File: src/rtl/ex_hazard_ctrl_if.sv
// rtl/ex_hazard_ctrl_if.sv - hazard controller pipeline/memory handshake bundle
//
// Groups everything the hazard controller sees and drives except clk/rst_n.
//   slave  : used by ex_hazard_ctrl (pipeline/memory status in, controls out)
//   master : used by the pipeline / testbench (status out, controls in)
interface ex_hazard_ctrl_if;
  logic [3:0]  idex_opcode;
  logic [2:0]  idex_dr;
  logic        idex_regwrite;
  logic [2:0]  id_sr1;
  logic [2:0]  id_sr2;
  logic        id_check_sr1;
  logic        id_check_sr2;
  logic [3:0]  exmem_opcode;
  logic        branch_taken;
  logic        imem_read;
  logic        imem_resp;
  logic        dmem_access;
  logic        dmem_resp;
  logic        perf_clr;

  logic        pc_load;
  logic        ifid_load;
  logic        idex_load;
  logic        exmem_load;
  logic        memwb_load;
  logic        idex_bubble;
  logic        ifid_flush;
  logic        idex_flush;
  logic        exmem_flush;
  logic        pc_redirect;
  logic        dmem_phase;
  logic [15:0] stall_cycles;

  modport slave (
    input  idex_opcode, idex_dr, idex_regwrite, id_sr1, id_sr2,
           id_check_sr1, id_check_sr2, exmem_opcode, branch_taken,
           imem_read, imem_resp, dmem_access, dmem_resp, perf_clr,
    output pc_load, ifid_load, idex_load, exmem_load, memwb_load,
           idex_bubble, ifid_flush, idex_flush, exmem_flush,
           pc_redirect, dmem_phase, stall_cycles
  );

  modport master (
    output idex_opcode, idex_dr, idex_regwrite, id_sr1, id_sr2,
           id_check_sr1, id_check_sr2, exmem_opcode, branch_taken,
           imem_read, imem_resp, dmem_access, dmem_resp, perf_clr,
    input  pc_load, ifid_load, idex_load, exmem_load, memwb_load,
           idex_bubble, ifid_flush, idex_flush, exmem_flush,
           pc_redirect, dmem_phase, stall_cycles
  );
endinterface

File: src/rtl/ex_hazard_ctrl.sv
// rtl/ex_hazard_ctrl.sv - LC-3b pipeline stall/flush/bubble controller
//
// Ports:
//   clk   : rising-edge clock
//   rst_n : asynchronous active-low reset; also forces every control output low
//   hz    : ex_hazard_ctrl_if.slave - hazard inputs, memory handshakes,
//           load enables, flush/bubble/redirect, dmem_phase, stall_cycles
//
// States: RUN (normal), BUBBLE (one cycle after a load-use stall, hazard
// detection masked), IND2 (second data access of LDI/STI).
module ex_hazard_ctrl (
  input  logic              clk,
  input  logic              rst_n,
  ex_hazard_ctrl_if.slave   hz
);

  typedef enum logic [1:0] {RUN, BUBBLE, IND2} state_t;

  localparam logic [3:0] OP_LDB = 4'b0010;
  localparam logic [3:0] OP_LDR = 4'b0110;
  localparam logic [3:0] OP_LDI = 4'b1010;
  localparam logic [3:0] OP_STI = 4'b1011;

  state_t      state_q, state_d;
  logic [15:0] stall_q, stall_d;

  logic freeze;
  logic ind_start;
  logic is_load;
  logic src_match;
  logic hazard;

  assign freeze = (hz.dmem_access & ~hz.dmem_resp)
                | (hz.imem_read & ~hz.imem_resp)
                | ((state_q == IND2) & ~hz.dmem_resp);

  // First access of LDI/STI has completed: hold the pipeline one more cycle
  // and issue the second access from IND2.
  assign ind_start = (state_q != IND2) & hz.dmem_resp
                   & ((hz.exmem_opcode == OP_LDI) | (hz.exmem_opcode == OP_STI));

  assign is_load   = (hz.idex_opcode == OP_LDB) | (hz.idex_opcode == OP_LDR)
                   | (hz.idex_opcode == OP_LDI);
  assign src_match = (hz.id_check_sr1 & (hz.id_sr1 == hz.idex_dr))
                   | (hz.id_check_sr2 & (hz.id_sr2 == hz.idex_dr));
  // Masked in BUBBLE: the load has already moved on to EX/MEM.
  assign hazard    = is_load & hz.idex_regwrite & src_match & (state_q != BUBBLE);

  always_comb begin
    state_d        = state_q;
    hz.pc_load     = 1'b0;
    hz.ifid_load   = 1'b0;
    hz.idex_load   = 1'b0;
    hz.exmem_load  = 1'b0;
    hz.memwb_load  = 1'b0;
    hz.idex_bubble = 1'b0;
    hz.ifid_flush  = 1'b0;
    hz.idex_flush  = 1'b0;
    hz.exmem_flush = 1'b0;
    hz.pc_redirect = 1'b0;
    hz.dmem_phase  = (state_q == IND2);

    if (rst_n) begin
      if (ind_start) begin
        state_d = IND2;
      end else if (freeze) begin
        state_d = state_q;
      end else if (hz.branch_taken) begin
        hz.pc_load     = 1'b1;
        hz.ifid_load   = 1'b1;
        hz.idex_load   = 1'b1;
        hz.exmem_load  = 1'b1;
        hz.memwb_load  = 1'b1;
        hz.pc_redirect = 1'b1;
        hz.ifid_flush  = 1'b1;
        hz.idex_flush  = 1'b1;
        hz.exmem_flush = 1'b1;
        state_d        = RUN;
      end else if (hazard) begin
        hz.idex_load   = 1'b1;
        hz.exmem_load  = 1'b1;
        hz.memwb_load  = 1'b1;
        hz.idex_bubble = 1'b1;
        state_d        = BUBBLE;
      end else begin
        hz.pc_load     = 1'b1;
        hz.ifid_load   = 1'b1;
        hz.idex_load   = 1'b1;
        hz.exmem_load  = 1'b1;
        hz.memwb_load  = 1'b1;
        state_d        = RUN;
      end
    end
  end

  always_comb begin
    stall_d = stall_q;
    if (hz.perf_clr) begin
      stall_d = 16'h0000;
    end else if (!hz.pc_load && (stall_q != 16'hFFFF)) begin
      stall_d = stall_q + 16'h0001;
    end
  end

  always_ff @(posedge clk or negedge rst_n) begin
    if (!rst_n) begin
      state_q <= RUN;
      stall_q <= 16'h0000;
    end else begin
      state_q <= state_d;
      stall_q <= stall_d;
    end
  end

  assign hz.stall_cycles = stall_q;

endmodule
File: src/flat_wrapper.sv
// flat-port wrapper written by rule: the top's interface ports become plain ports
module ex_hazard_ctrl_flat 
  (clk, rst_n, hz_idex_opcode, hz_idex_dr, hz_idex_regwrite, hz_id_sr1, hz_id_sr2, hz_id_check_sr1, hz_id_check_sr2, hz_exmem_opcode, hz_branch_taken, hz_imem_read, hz_imem_resp, hz_dmem_access, hz_dmem_resp, hz_perf_clr, hz_pc_load, hz_ifid_load, hz_idex_load, hz_exmem_load, hz_memwb_load, hz_idex_bubble, hz_ifid_flush, hz_idex_flush, hz_exmem_flush, hz_pc_redirect, hz_dmem_phase, hz_stall_cycles);
  ex_hazard_ctrl_if hz_i ();
  input  logic clk;
  input  logic rst_n;
  input wire logic [$bits(hz_i.idex_opcode)-1:0] hz_idex_opcode;
  input wire logic [$bits(hz_i.idex_dr)-1:0] hz_idex_dr;
  input wire logic [$bits(hz_i.idex_regwrite)-1:0] hz_idex_regwrite;
  input wire logic [$bits(hz_i.id_sr1)-1:0] hz_id_sr1;
  input wire logic [$bits(hz_i.id_sr2)-1:0] hz_id_sr2;
  input wire logic [$bits(hz_i.id_check_sr1)-1:0] hz_id_check_sr1;
  input wire logic [$bits(hz_i.id_check_sr2)-1:0] hz_id_check_sr2;
  input wire logic [$bits(hz_i.exmem_opcode)-1:0] hz_exmem_opcode;
  input wire logic [$bits(hz_i.branch_taken)-1:0] hz_branch_taken;
  input wire logic [$bits(hz_i.imem_read)-1:0] hz_imem_read;
  input wire logic [$bits(hz_i.imem_resp)-1:0] hz_imem_resp;
  input wire logic [$bits(hz_i.dmem_access)-1:0] hz_dmem_access;
  input wire logic [$bits(hz_i.dmem_resp)-1:0] hz_dmem_resp;
  input wire logic [$bits(hz_i.perf_clr)-1:0] hz_perf_clr;
  output wire logic [$bits(hz_i.pc_load)-1:0] hz_pc_load;
  output wire logic [$bits(hz_i.ifid_load)-1:0] hz_ifid_load;
  output wire logic [$bits(hz_i.idex_load)-1:0] hz_idex_load;
  output wire logic [$bits(hz_i.exmem_load)-1:0] hz_exmem_load;
  output wire logic [$bits(hz_i.memwb_load)-1:0] hz_memwb_load;
  output wire logic [$bits(hz_i.idex_bubble)-1:0] hz_idex_bubble;
  output wire logic [$bits(hz_i.ifid_flush)-1:0] hz_ifid_flush;
  output wire logic [$bits(hz_i.idex_flush)-1:0] hz_idex_flush;
  output wire logic [$bits(hz_i.exmem_flush)-1:0] hz_exmem_flush;
  output wire logic [$bits(hz_i.pc_redirect)-1:0] hz_pc_redirect;
  output wire logic [$bits(hz_i.dmem_phase)-1:0] hz_dmem_phase;
  output wire logic [$bits(hz_i.stall_cycles)-1:0] hz_stall_cycles;
  assign hz_i.idex_opcode = hz_idex_opcode;
  assign hz_i.idex_dr = hz_idex_dr;
  assign hz_i.idex_regwrite = hz_idex_regwrite;
  assign hz_i.id_sr1 = hz_id_sr1;
  assign hz_i.id_sr2 = hz_id_sr2;
  assign hz_i.id_check_sr1 = hz_id_check_sr1;
  assign hz_i.id_check_sr2 = hz_id_check_sr2;
  assign hz_i.exmem_opcode = hz_exmem_opcode;
  assign hz_i.branch_taken = hz_branch_taken;
  assign hz_i.imem_read = hz_imem_read;
  assign hz_i.imem_resp = hz_imem_resp;
  assign hz_i.dmem_access = hz_dmem_access;
  assign hz_i.dmem_resp = hz_dmem_resp;
  assign hz_i.perf_clr = hz_perf_clr;
  assign hz_pc_load = hz_i.pc_load;
  assign hz_ifid_load = hz_i.ifid_load;
  assign hz_idex_load = hz_i.idex_load;
  assign hz_exmem_load = hz_i.exmem_load;
  assign hz_memwb_load = hz_i.memwb_load;
  assign hz_idex_bubble = hz_i.idex_bubble;
  assign hz_ifid_flush = hz_i.ifid_flush;
  assign hz_idex_flush = hz_i.idex_flush;
  assign hz_exmem_flush = hz_i.exmem_flush;
  assign hz_pc_redirect = hz_i.pc_redirect;
  assign hz_dmem_phase = hz_i.dmem_phase;
  assign hz_stall_cycles = hz_i.stall_cycles;
  ex_hazard_ctrl u_core (.clk(clk), .rst_n(rst_n), .hz(hz_i));
endmodule
File: config.mk
export PLATFORM = sky130hd
export DESIGN_NAME = ex_hazard_ctrl_flat
export DESIGN_NICKNAME = d
export VERILOG_FILES = /design/src/rtl/ex_hazard_ctrl_if.sv /design/src/rtl/ex_hazard_ctrl.sv /design/src/flat_wrapper.sv
export SDC_FILE = /design/constraint.sdc
export NUM_CORES = 1
export LEC_CHECK = 0
export ABC_AREA = 1
export BUFFER_PORTS_ARGS = -buffer_cell sky130_fd_sc_hd__buf_2
export CORE_ASPECT_RATIO = 1.4
export CORE_MARGIN = 2
export CORE_UTILIZATION = 38
export DETAILED_ROUTE_END_ITERATION = 10
export PLACE_DENSITY_LB_ADDON = 0.12
export SKIP_LAST_GASP = 1
export SYNTH_ARGS = -nofsm -noshare
export SYNTH_HDL_FRONTEND = slang
export SYNTH_SLANG_ARGS = --single-unit
File: constraint.sdc
create_clock -name clk -period 4.3 [get_ports clk]
set_clock_uncertainty 0.15 [all_clocks]
set_input_delay 0.86 -clock clk [delete_from_list [all_inputs] [get_ports clk]]
set_output_delay 0.86 -clock clk [all_outputs]
set_load 0.02 [all_outputs]
Word level (Yosys, flattened, before mapping)
Cells that the tools add are included.
{"block": "word_totals", "ff_bits": 18, "inputBits": 28, "output_inout_bits": 27, "word_cells": 60}
{"block": "classes", "n_addsub": 1, "eq_ne": 12, "mux": 23, "n_bitwise": 18, "n_reduce_logical": 4}
{"operator": "16-bit 2-to-1 mux", "count": 2}
{"operator": "1-bit 2-to-1 mux", "count": 18}
{"operator": "16-bit by 1-bit adder with 16-bit output (second input constant)", "count": 1}
{"operator": "16-bit != test (second input constant)", "count": 1}
{"operator": "4-bit equality test (second input constant)", "count": 3}
{"operator": "1-bit bitwise AND", "count": 10}
{"operator": "3-bit equality test", "count": 2}
{"operator": "2-bit 2-to-1 mux", "count": 3}
{"operator": "1-bit OR", "count": 6}
{"operator": "4-bit by 2-bit equality test with 1-bit output (second input constant)", "count": 1}
{"operator": "4-bit by 3-bit equality test with 1-bit output (second input constant)", "count": 1}
{"operator": "2-bit != test (second input constant)", "count": 2}
{"operator": "2-bit equality test (second input constant)", "count": 1}
{"operator": "2-bit by 1-bit != test with 1-bit output (second input constant)", "count": 1}
{"operator": "1-bit inverter", "count": 2}
{"operator": "2-bit AND reduction", "count": 1}
{"operator": "2-bit nonzero test", "count": 1}
{"operator": "1-bit logical AND", "count": 1}
{"operator": "1-bit logical NOT", "count": 1}

Depth between registers and ports, before layout
{"block": "logic_depth", "depth_word": 15, "mapped_depth": 12, "depth_no_buf": 11}

Worst setup path after synthesis
No wires, ideal clock.
{"block": "synth_timing", "path_type": "input to output", "from": "input port hz_imem_resp", "to": "output port hz_idex_flush", "t_arrival_ps": 2106, "slack_ps": 1184, "cell_stages": 7, "path_cell_list": "inv_1 -> a21boi_2 -> o21ai_4 -> nor2_4 -> inv_1 -> nor2_1 -> buf_4"}
{"block": "synth_via", "elab_chain_cells": 7}
{"element": "start, declared", "line": "flat_wrapper.sv:17", "text": "input wire logic [$bits(hz_i.imem_resp)-1:0] hz_imem_resp;"}
{"element": "1-bit inverter", "line": "ex_hazard_ctrl.sv:34", "text": "| (hz.imem_read & ~hz.imem_resp)"}
{"element": "1-bit bitwise AND", "line": "ex_hazard_ctrl.sv:34"}
{"element": "1-bit OR", "line": "ex_hazard_ctrl.sv:34"}
{"element": "1-bit OR", "line": "ex_hazard_ctrl.sv:35", "text": "| ((state_q == IND2) & ~hz.dmem_resp);"}
{"element": "1-bit 2-to-1 mux (3 in a row)"}
{"element": "end, declared", "line": "flat_wrapper.sv:28", "text": "output wire logic [$bits(hz_i.idex_flush)-1:0] hz_idex_flush;"}
Every way passes these cells.

Worst setup path in the final report
{"block": "layout_timing", "from": "input port rst_n", "to": "output port hz_idex_flush"}
{"block": "layout_via", "elab_chain_cells": 1}
{"element": "start, declared", "line": "flat_wrapper.sv:6", "text": "input logic rst_n;"}
{"element": "1-bit 2-to-1 mux", "line": "ex_hazard_ctrl.sv:63", "text": "if (rst_n) begin"}
Every way passes these cells.

==> metrics.md <==
| Metric | Value |
|---|---|
| Ys flop type | `dfrtp_1` |
| First-iteration detailed-routing DRC count | `59` |
| Worst-Skew Late Latency | `0.25 ns` |
| Lkg Pwr | `1.107 nW` |
| Post-synthesis compound-gate area fraction | `under 10%` |
| I/O Pins | `55` |
| Die Wd | `59.08 um` |
| Final Wtd Congestion | `0.7685` |
| Buf/Inv on CP | `3` |
| Core region area | `0.004169 sq mm` |
| Crit-path most repeated cell | `buf_2` |
| Clock power frac | `31.3%` |
| Worst Setup End Kind | `output port` |
| Final hold vios | `0` |
| Crit-path cells | `buf_2, a21boi_2, o21ai_4, nor2_4, inv_1, nor2_1, buf_2` |
| Detailed Place HPWL | `2728 um` |
| Die Y | `81.12 um` |
| Number of flops mapped to enable cells by yosys | `0` |
| Final Power | `about 0.00038 W` |
| Die footprint | `0.004792 sq mm` |
| Nets@finish | `308` |
| Hold_buf cts | `0` |
| DR vias | `1,576` |
| Layout area overhead | `16.74%` |
| DRC viols | `0` |
| Post-CTS sizing | `0` |
| Crit path required time | `approximately 3.3 ns` |
| Worst VDD drop | `~0.00015 V` |
| Worst Hold Class | `reg2reg` |
| Port bufs | `between 50 and 60` |
| Max-slew violation count | `0` |
| Initial Util | `38.72%` |
| CP max stage cell | `buf_2` |
| Depth of the CTS H-tree | `1` |
| CTS max path bufs | `2` |
| Layout cells sized above 1 | `between 20% and 30%` |
| Root buffer cell | `clkbuf_8` |
| NetSw | `0.0001152 W` |
| Clk slew on worst S/H paths | `0.07 ns` |
| WL/cell | `11.19 um` |
| Cell variety after synth | `29` |
| CTS Sinks | `18` |
| GR Overflow Total | `0` |
| Commonest non-fill, non-tap cell in the layout | `nand2_1` |
| Outcome | `finished clean` |
| Worst setup path category | `in2out` |
| CTS tree | `done` |
| Power Density | `200.8 mW/mm^2` |
| Delay-heaviest family, CP | `buffers and inverters` |
| Detailed Route WL | `~3600 um` |
| F_max | `305.5 MHz` |
| Commonest non-fill, non-tap cells in the layout | `70 x nand2_1, 53 x buf_2, 35 x inv_1, 23 x nor2_1, 22 x nand4_1` |
| Actual slew at the worst max-slew pin | `1.126 ns` |
| Non-Filler Instances | `322` |
| Largest net degree at the start of global routing | `33` |
| Gr usage total | `16.51%` |
| Simple-gate area share of the yosys netlist | `roughly half` |
| Worst slew margin | `24.82%` |
| Setup tns final | `0 ns` |
| CP arrival | `2.26 ns` |
| Placed Instances | `319` |
| Tcrit/Tclk final | `76.12%` |
| Max-cap viol count | `0` |
| Startpoint Class | `input port` |
| Ys async rst share | `100.0%` |
| First-pass GRT wire length | `6216 um` |
| Flops & latches, synth | `18` |
| Final setup fails | `0` |
| CP Max Fanout | `20` |
| N_diodes | `0` |
| XOR/XNOR Fraction of Synth Area | `around 3.8%` |
| Design area | `0.001884 sq mm` |
| Main combinational cell family by area after synthesis | `simple AND/OR/NAND/NOR gates` |
| Mapped cell area | `~0.0016 sq mm` |
| Mux share of post-synthesis cell area | `0%` |
| Synthesis Warnings | `0` |
| Synth Area in Adders | `0.7752%` |
| Antenna violations before repair | `0` |
| Number of global-route vias before repair | `1,455` |
| Unrepaired setup endpoints after global routing | `no` |
| Syn avg cell area | `approximately 6.9 sq um` |
| Syn_nets | `~260` |
| Tmin final | `3.273 ns` |
| Mapped Cells | `233` |
| Fraction of the yosys area taken by sequential cells | `about 28%` |
| Final ANT Viol Nets | `0` |
| Num CTS Buffers | `3` |
| # rows | `28` |
| First-pass detailed-route iteration total | `4` |
| Cell Area, Placed | `0.001843 sq mm` |
| Int Power | `0.0002632 W` |
| CP peak stage delay | `0.37 ns` |
| Switch share | `30.44%` |
| Via/cell ratio | `roughly 4.9` |
| Logic pwr share | `approximately 22%` |
| Post-CTS Setup Bufs | `0` |
| Reg power frac | `47.1%` |
-- per-stage QoR --
step	util, %	worst slack, ns	hold slack, ns
2_1_floorplan	-	1.184	0.3139
3_3_place_gp	44.21	1.001	0.3365
3_5_place_dp	44.21	0.9600	0.3445
4_1_cts	45.20	0.9618	0.3597
5_1_grt	45.20	0.8015	0.3945
6_report	45.20	1.027	0.3578
-- kinds of logic (layout without fill, tap and decap cells) --
logic type / Yosys count / in the layout
XOR/XNOR: 7 / 7
adder cells (fa/ha/maj): 1 / 1
buffers and inverters: 49 / 93
flip-flops: 18 / 18
AO/OA/AOI/OAI: 4 / 4
AND/OR/NAND/NOR: 154 / 154
-- worst paths after layout --
kind	from	endpoint	slack (ns)	depth (start not counted)
min in group asynchronous	rst_n	u_core.hz.stall_cycles[14]$_DFFE_PN0P_	0.40	1
worst max register to register	u_core.hz.stall_cycles[0]$_DFFE_PN0P_	u_core.hz.stall_cycles[7]$_DFFE_PN0P_	2.26	7
worst max-delay path	rst_n	hz_idex_flush	1.03	7
worst min-delay path	u_core.state_q[1]$_DFFE_PN0P_	u_core.state_q[1]$_DFFE_PN0P_	0.36	2
worst min register to register	u_core.state_q[1]$_DFFE_PN0P_	u_core.state_q[1]$_DFFE_PN0P_	0.36	2
max in group asynchronous	rst_n	u_core.hz.stall_cycles[15]$_DFFE_PN0P_	3.29	1
-- worst register-to-register path, stage by stage, from the launching register on --
cell and delay (ns):
dfrtp_1 0.46, ha_1 0.25, clkinv_1 0.12, nor2_4 0.19
nand4_4 0.29, nand2_4 0.33, nand3_1 0.11, nand2_1 0.09
-- synth_stat cells (2+ instances only) --
cell / n / area share [%]
nand2_1: 70 / 16
inv_1: 35 / 8.1
nor2_1: 23 / 5.3
nand4_1: 22 / 8.5
dfrtp_1: 18 / 28
nand3_1: 15 / 4.7
nand3_2: 10 / 6.2
buf_4: 8 / 3.7
xor2_1: 6 / 3.3
nor2_4: 5 / 3.5
clkbuf_1: 2 / 0.47
nand2_2: 2 / 0.78
-- final cells by class --
| class | count | area [sq um] |
|---|---|---|
| Clock buffer | 3 | 41.29 |
| Fill cell | 457 | 2285 |
| Inverter | 37 | 138.9 |
| Multi-Input combinational cell | 166 | 932.1 |
| Sequential cell | 18 | 450.4 |
| Tap cell | 45 | 56.30 |
| Timing Repair Buffer | 53 | 265.3 |
-- registers in the layout, summed over array words and instances (netlist names) --
name,count
u_core.hz.stall_cycles,16
u_core.state_q,2
-- metal layers --
layer / GRT usage, % / part of all wire [%] / vias to the layer above
met5: 0 / 0 / -
met4: 4.773 / 0.80 / 0
met3: 1.752 / 4.4 / 2
met2: 31.00 / 53 / 41
met1: 19.27 / 42 / 704
li1: - / - / 829
-- power groups by stage --
stage | clock network (W) | logic, W | registers, W
6_report | 0.000118 | 0.0000818 | 0.000178
5_1_grt | 0.000130 | 0.0000925 | 0.000180
4_1_cts | 0.000123 | 0.0000835 | 0.000178
3_5_place_dp | 0 | 0.0000833 | 0.000182
3_3_place_gp | 0 | 0.0000821 | 0.000182
2_1_floorplan | 0 | 0.0000568 | 0.000185
(Power assumes the default switching activity.)
